### config.mk
export PLATFORM = sky130hd
export DESIGN_NAME = imem_dmem_arbiter
export DESIGN_NICKNAME = d
export VERILOG_FILES = /design/src/rtl/imem_dmem_arbiter.sv
export SDC_FILE = /design/constraint.sdc
export NUM_CORES = 1
export LEC_CHECK = 0
export CORE_AREA = 3 3 101 103
export CTS_CLUSTER_DIAMETER = 120
export CTS_CLUSTER_SIZE = 30
export DETAILED_ROUTE_END_ITERATION = 12
export DIE_AREA = 0 0 104 106
export HOLD_SLACK_MARGIN = 0.1
export SLEW_MARGIN = 20
export SYNTH_ARGS = -nofsm -noshare
export SYNTH_HDL_FRONTEND = slang
export SYNTH_SLANG_ARGS = --single-unit
### constraint.sdc
create_clock -name clk -period 5.03 [get_ports clk]
set_input_delay 1.509 -clock clk [delete_from_list [all_inputs] [get_ports clk]]
set_output_delay 1.509 -clock clk [all_outputs]
set_load 0.05 [all_outputs]
### src/rtl/imem_dmem_arbiter.sv
`default_nettype none
// ============================================================================
// Module      : imem_dmem_arbiter
// Description : Shares one single-ported unified memory between instruction
//               fetch and the memory stage (loads/stores). One transaction is
//               outstanding at a time. Data accesses win by default. A
//               saturating starvation counter forces one fetch grant after
//               STARVE_MAX consecutive fetch losses.
// Revision    : 1.0 - initial release
// ----------------------------------------------------------------------------
// Ports
//   clk, rst        : clock, synchronous active-high reset
//   if_req/if_addr  : fetch read request and PC
//   dm_cmd/dm_addr/dm_wdata : memory-stage command (00 none, 01 load,
//                     10 store, 11 treated as none), address, store data
//   proc2mem_*      : command/address/data toward memory (issue cycle only)
//   mem2proc_*      : completion strobe and read data from memory
//   if_done/if_data : fetch completion pulse and instruction word
//   dm_done/dm_rdata: data completion pulse and load data (0 for stores)
//   spurious_rsp    : sticky flag, memory response seen while idle
// ============================================================================
module imem_dmem_arbiter #(
    parameter int STARVE_MAX = 4,
    parameter int CNT_W      = 3
) (
    input  logic        clk,
    input  logic        rst,
    input  logic        if_req,
    input  logic [31:0] if_addr,
    input  logic [1:0]  dm_cmd,
    input  logic [31:0] dm_addr,
    input  logic [31:0] dm_wdata,
    output logic [1:0]  proc2mem_cmd,
    output logic [31:0] proc2mem_addr,
    output logic [31:0] proc2mem_data,
    input  logic        mem2proc_valid,
    input  logic [31:0] mem2proc_data,
    output logic        if_done,
    output logic [31:0] if_data,
    output logic        dm_done,
    output logic [31:0] dm_rdata,
    output logic        spurious_rsp
);

    // FSM encoding
    localparam logic [1:0] C_IDLE   = 2'd0;
    localparam logic [1:0] C_BUSY_I = 2'd1;
    localparam logic [1:0] C_BUSY_D = 2'd2;

    // Memory command encoding
    localparam logic [1:0] C_CMD_NONE  = 2'b00;
    localparam logic [1:0] C_CMD_LOAD  = 2'b01;
    localparam logic [1:0] C_CMD_STORE = 2'b10;

    localparam logic [CNT_W-1:0] C_STARVE_MAX = CNT_W'(STARVE_MAX);
    localparam logic [CNT_W-1:0] C_CNT_SAT    = {CNT_W{1'b1}};
    localparam logic [CNT_W-1:0] C_CNT_ONE    = {{(CNT_W-1){1'b0}}, 1'b1};

    logic [1:0]       state_q, state_d;
    logic [CNT_W-1:0] starve_q, starve_d;
    logic             is_load_q, is_load_d;   // remembers load vs store for dm_rdata
    logic             spur_q, spur_d;

    logic             w_dm_req;
    logic             w_data_wins;
    logic [31:0]      w_if_addr_al;
    logic [31:0]      w_dm_addr_al;

    // Low address bits are deliberately dropped on issue.
    logic             w_unused_addr_bits;
    assign w_unused_addr_bits = ^{if_addr[1:0], dm_addr[1:0]};

    assign w_dm_req     = (dm_cmd == C_CMD_LOAD) || (dm_cmd == C_CMD_STORE);
    assign w_if_addr_al = {if_addr[31:2], 2'b00};
    assign w_dm_addr_al = {dm_addr[31:2], 2'b00};

    // Data wins unless fetch is also waiting and has already lost
    // STARVE_MAX arbitrations in a row.
    assign w_data_wins  = w_dm_req && (!if_req || (starve_q < C_STARVE_MAX));

    always_comb begin
        state_d       = state_q;
        starve_d      = starve_q;
        is_load_d     = is_load_q;
        spur_d        = spur_q;
        proc2mem_cmd  = C_CMD_NONE;
        proc2mem_addr = 32'h0;
        proc2mem_data = 32'h0;
        if_done       = 1'b0;
        if_data       = 32'h0;
        dm_done       = 1'b0;
        dm_rdata      = 32'h0;

        case (state_q)
            C_IDLE: begin
                // A response with nothing outstanding is dropped but flagged.
                if (mem2proc_valid) begin
                    spur_d = 1'b1;
                end
                if (w_data_wins) begin
                    proc2mem_cmd  = dm_cmd;
                    proc2mem_addr = w_dm_addr_al;
                    proc2mem_data = (dm_cmd == C_CMD_STORE) ? dm_wdata : 32'h0;
                    is_load_d     = (dm_cmd == C_CMD_LOAD);
                    state_d       = C_BUSY_D;
                    // Only a loss while fetch is actually waiting counts.
                    if (if_req && (starve_q != C_CNT_SAT)) begin
                        starve_d = starve_q + C_CNT_ONE;
                    end
                end else if (if_req) begin
                    proc2mem_cmd  = C_CMD_LOAD;
                    proc2mem_addr = w_if_addr_al;
                    starve_d      = '0;
                    state_d       = C_BUSY_I;
                end
            end
            C_BUSY_I: begin
                if (mem2proc_valid) begin
                    if_done = 1'b1;
                    if_data = mem2proc_data;
                    state_d = C_IDLE;
                end
            end
            C_BUSY_D: begin
                if (mem2proc_valid) begin
                    dm_done  = 1'b1;
                    dm_rdata = is_load_q ? mem2proc_data : 32'h0;
                    state_d  = C_IDLE;
                end
            end
            default: begin
                state_d = C_IDLE;
            end
        endcase

        // Outputs stay quiet for the whole reset cycle, even mid-transaction.
        if (rst) begin
            proc2mem_cmd  = C_CMD_NONE;
            proc2mem_addr = 32'h0;
            proc2mem_data = 32'h0;
            if_done       = 1'b0;
            if_data       = 32'h0;
            dm_done       = 1'b0;
            dm_rdata      = 32'h0;
        end
    end

    assign spurious_rsp = spur_q & ~rst;

    always_ff @(posedge clk) begin
        if (rst) begin
            state_q   <= C_IDLE;
            starve_q  <= '0;
            is_load_q <= 1'b0;
            spur_q    <= 1'b0;
        end else begin
            state_q   <= state_d;
            starve_q  <= starve_d;
            is_load_q <= is_load_d;
            spur_q    <= spur_d;
        end
    end

endmodule
`default_nettype wire

* Word-level counts from Yosys, hierarchy flattened
Cells that the tools add are included.
** Storage, ports and cells
- Register bits after elaboration :: 7
- Bits of input ports :: 134
- Output and inout bits :: 133
- Word-level logic and storage cells :: 59
** Cells by class
- $add $sub $neg :: 1
- $lt $le $gt $ge :: 1
- Equal/unequal tests :: 8
- Multiplexer cells :: 31
- Bitwise gates (word level) :: 2
- Reduce and logical (&&, ||, !) cells :: 12
** Operator list (number)
- 32-bit 2-to-1 mux :: 15
- 2-bit 2-to-1 mux :: 6
- 3-bit 2-to-1 mux :: 3
- 1-bit 2-to-1 mux :: 6
- 3-bit != test (second input constant) :: 2
- 2-bit AND reduction :: 3
- 2-bit by 1-bit equality test with 1-bit output (second input constant) :: 2
- 2-bit equality test (second input constant) :: 2
- 2-bit by 1-bit != test with 1-bit output (second input constant) :: 2
- 2-bit case mux with 2 select lines :: 1
- 3-bit by 1-bit adder with 3-bit output (second input constant) :: 1
- 3-bit < comparator (second input constant) :: 1
- 3-bit AND reduction :: 1
- 1-bit logical AND :: 2
- 2-bit zero test :: 1
- 1-bit logical OR :: 2
- 2-bit nonzero test :: 1
- 2-bit OR reduction :: 1
- 1-bit bitwise AND :: 1
- 1-bit zero test :: 1
- 1-bit inverter :: 1

* Depth between registers and ports, before layout
- Depth after elaboration :: 6
- Depth in mapped cells :: 7
- Depth with buffers taken out :: 5

* Worst setup path after synthesis
OpenSTA, ideal clock, no wires.
- Path type :: input port to output port
- Start point :: input dm_cmd[0]
- End point :: output proc2mem_cmd[1]
- Data arrival time :: 3.540 ns
- Required time :: 3.521 ns
- Setup slack :: -0.019 ns
- Cell stages on the path :: 4
- Path buffers :: 0
- Cells stage by stage :: inv_1 ha_1 a21o_1 nor4_1
** On the way
- Cells in the longest elaborated chain, start to end :: 6
- Elaborated cells between the ends (all ways) :: 7
** Ends and longest elaborated chain
- from (decl) :: line 30 : input logic [1:0] dm_cmd,
- 2-bit by 1-bit equality test with 1-bit output / 2-bit equality test (equally long branches) :: line 73 : assign w_dm_req = (dm_cmd == C_CMD_LOAD) || (dm_cmd == C_CMD_STORE);
- 1-bit logical OR (*) :: line 73
- 1-bit logical AND (*) :: line 79 : assign w_data_wins = w_dm_req && (!if_req || (starve_q < C_STARVE_MAX));
- 2-bit 2-to-1 mux (*) :: line 100 : if (w_data_wins) begin
- 2-bit 2-to-1 mux (*) :: line 94 : case (state_q)
- 2-bit 2-to-1 mux (*) :: line 137 : if (rst) begin
- to (decl) :: line 33 : output logic [1:0] proc2mem_cmd,
Every way passes the cells marked *; elsewhere a longest branch is shown, timed or not.

* Worst setup path in the final report
- Start point :: input dm_cmd[0]
- End point :: output proc2mem_addr[11]
** On the way
- Cells in the longest elaborated chain, start to end :: 6
- Elaborated cells between the ends (all ways) :: 7
** Ends and longest elaborated chain
- 2-bit by 1-bit equality test with 1-bit output / 2-bit equality test (equally long branches) :: line 73
- 1-bit logical OR (*) :: line 73
- 1-bit logical AND (*) :: line 79
- 32-bit 2-to-1 mux (*) :: line 100
- 32-bit 2-to-1 mux (*) :: line 94
- 32-bit 2-to-1 mux (*) :: line 137
- to (decl) :: line 34 : output logic [31:0] proc2mem_addr,
Marked as above.

==> results.md <==
* WHS Endpoint: spur_q$_SDFFE_PP0P_
* Crit path capture type: primary output
* Startpoint Class: primary input
* GR peak layer: met2
* Top Ports at approximately 270
* Critical Path Slowest Stage Cell: clkdlybuf4s50_1
* Crit-path cells: clkdlybuf4s50_1 -> inv_1 -> ha_1 -> a21o_1 -> nor3_4 -> buf_12 -> a22o_1 -> buf_12
* Maximum VDD drop at between 0.1 and 0.15 mV
* Fin crit share at 98.1%
* Buffers on Ports at 260
* Remaining antenna violation count after routing at 0
* Setup Buffers After CTS at 0
* CP top delay family: buffers and inverters
* Most common cell on crit path: buf_12
* Area Growth Syn to Fin at 268%
* Vias per cell at 4.42
* Hpwl dp at 8770 µm
* Clock latency on the worst-skew pair at about 0.22 ns
* FMAX at slightly above 200 MHz
* GRT met2 Usage at 34.2%
* # hold bufs at CTS at 0
* Sw frac at around 42%
* Crit-path max cell delay at 0.47 ns
* Yosys warns at 0
* GR met1 Demand/Resource at a little under a fifth
* First-pass GRT wire length at ~15,000 µm
* Gate power share at between 70% and 80%
* Diode count at 0
* Clk sink count at 7
* Syn Inst Count at between 200 and 250
* Async set or reset register ratio after synthesis at 0%
* Largest cells by area after synthesis: and3_1, a22o_1, and2_1
* Routed wire length at 10,100 µm
* Critical Path AT at 3.42 ns
* Critical Path RT at roughly 3.5 ns
* Drc violations at 0
* Run status: complete, no violations
* Top cell type's share of synthesized area at around a quarter
* Critical path class: in -> out
* Buf/Inv on CP at 4
* Max Cap Viol at 0
* Die Wd at between 100 and 150 µm
* Clock-pin slew on the worst setup and hold paths at ~0.040 ns
* Worst Clk Skew at between 0.003 and 0.004 ns
* Slew @ Worst Pin at just under 1 ns
* Reg2Reg Capture Point: starve_q[0]$_SDFFE_PP0P_
* Final hold violations at 0
* Sequential area share after synthesis at around 9.3%
* Post-synthesis register bit count at 7
* Largest net degree at the start of global routing at 64
* Worst Hold Class: reg -> reg
* Setup tns final at 0 ns
* P_sw at roughly 0.28 mW
* Longest Clk Path Bufs at 2
* Setup violations, final at 0
* First-pass DRT Iterations at 4
* Initial antenna violation count at 0
* Power per Cell Area at 121 nW/µm²
* Finished Core Util at between 50% and 60%
* Number of global-route vias before repair at around 2,600
* Worst hold stages at 2
* GR Util met3 at 5.59%
* Most common cell after layout, fill and taps aside: buf_12
* Seq pwr share at approximately 10%
* Starting density of the core at between 10% and 20%
* Static leakage at around 2.5 nW
* TritonCTS clock tree: built
* RSZ-0062 raised after global routing: yes
* Reg-to-reg setup timing slack at about 3.5 ns
* Tot GR Track Use at 17.2%
* Placed cell area at 5500 µm²
* Slew HR at 35.2%
* Hold Startpoint: spur_q$_SDFFE_PP0P_
* RePlAce Congestion at about 0.8
* CTS HTree Levels at 1
* Yosys top cell by area: and3_1
* Clock buffer count from CTS at 3
* Pins Over Slew Limit at 0
* Share of cells above drive strength 1 at 31.7%
* Final Instance Area at between 5000 and 6000 µm²
* Total number of vias at between 2,000 and 3,000
* Total design power at 0.670 mW
* PostCTS Resize Cnt at 0
* Site row count at 35
* Final #Nets at between 500 and 600
* Final min period at roughly 4.9 ns
* 1st-iter DRT viols at a little over 90
* Reg2reg start: state_q[0]$_SDFFE_PP0P_
* Dominant synthesized flop cell: dfxtp_1
* Clk root buf: clkbuf_8
* Grt ovf at 0
* Drt wl/cell at ~17 µm
* Post-synth EDFFs at 0
* Netlist Area Pre-Place at roughly 1500 µm²
* CP max FO at 63
* Core Area at about 9300 µm²
* Internal cell power at between 0.3 and 0.4 mW
* Die area at about 11,000 µm²
* Post-synth cell types at 32
* Die Span Y at roughly 110 µm
* Clock Power Share at 11.5%
* Most frequent cells in the layout: buf_12, clkdlybuf4s50_1, and3_1
* Reg2Reg Depth at 5
* Mean Syn Cell Area at roughly 7.2 µm²
[flip-flops by register name, indices dropped and copies added (netlist names)]
register / cells
starve_q: 3
is_load_q: 1
state_q: 2
spur_q: 1
[worst max-delay path by stage]
stage                         start                 to  cells past startpoint
final                     dm_cmd[0]  proc2mem_addr[11]                      8
after global routing      dm_cmd[0]  proc2mem_data[12]                      8
after CTS                 dm_cmd[0]  proc2mem_data[10]                      8
after detailed placement  dm_cmd[0]  proc2mem_data[10]                      8
after global placement    dm_cmd[0]  proc2mem_data[11]                      8
after floorplan           dm_cmd[0]  proc2mem_data[22]                      6
[cells by family after synthesis]
kind of cell	count (synthesis)	share of synthesized area, %
adders and majority gates	7	5.81
buffers and inverters	30	11.5
DFF	7	9.29
and+or+nand+nor	117	49.6
other	1	0.249
AOI/OAI and AO/OA	46	23.5
[final cells by class]
class,instances,area [µm²]
clock buffer,4,45.0
fill,773,3730
inverter,5,18.8
multi-input combinational,172,1210
sequential,7,140
tap,129,161
timing repair buffer,266,3970
[Yosys cell counts (2+ instances only)]
master and count:
a22o_1 30, buf_2 4, buf_4 3, clkbuf_1 12, nor2b_1 2, dfxtp_1 7, nand3_1 2, ha_1 7
a21oi_1 8, inv_1 4, buf_6 6, o21ai_0 4, and3_1 64, a21o_1 2, and3b_1 2, nor2_1 3
and2_1 33
[stage by stage]
| stage | setup WS, ns | hold slack [ns] | std cells |
|---|---|---|---|
| after global placement | 0.109 | 0.444 | 579 |
| after floorplan | 0.486 | 0.429 | 209 |
| after global routing | -0.0138 | 0.523 | 583 |
| after detailed placement | 0.0861 | 0.456 | 579 |
| final | 0.0970 | 0.456 | 583 |
| after CTS | 0.0826 | 0.465 | 583 |
[worst register-to-register path: cells and delay by family (launching register included)]
| family | cells | cell delay, ns |
|---|---|---|
| adders and majority gates | 1 | 0.34 |
| DFF | 1 | 0.32 |
| buffers and inverters | 1 | 0.08 |
| and+or+nand+nor | 2 | 0.61 |
| AOI/OAI and AO/OA | 1 | 0.13 |
[power groups by stage]
stage / logic (mW) / registers, mW / clock network [mW]
after floorplan: 0.240 / 0.0641 / 0
after global placement: 0.522 / 0.0678 / 0
after detailed placement: 0.528 / 0.0681 / 0
after CTS: 0.529 / 0.0672 / 0.0787
after global routing: 0.550 / 0.0686 / 0.0841
final: 0.526 / 0.0672 / 0.0768
[routing by layer]
layer / wire (µm) / up-vias
li1: - / 1252
met1: 3520 / 1164
met2: 5510 / 157
met3: 985 / 4
met4: 61 / 0
met5: 0 / -
Power figures use the tool's default switching activity.
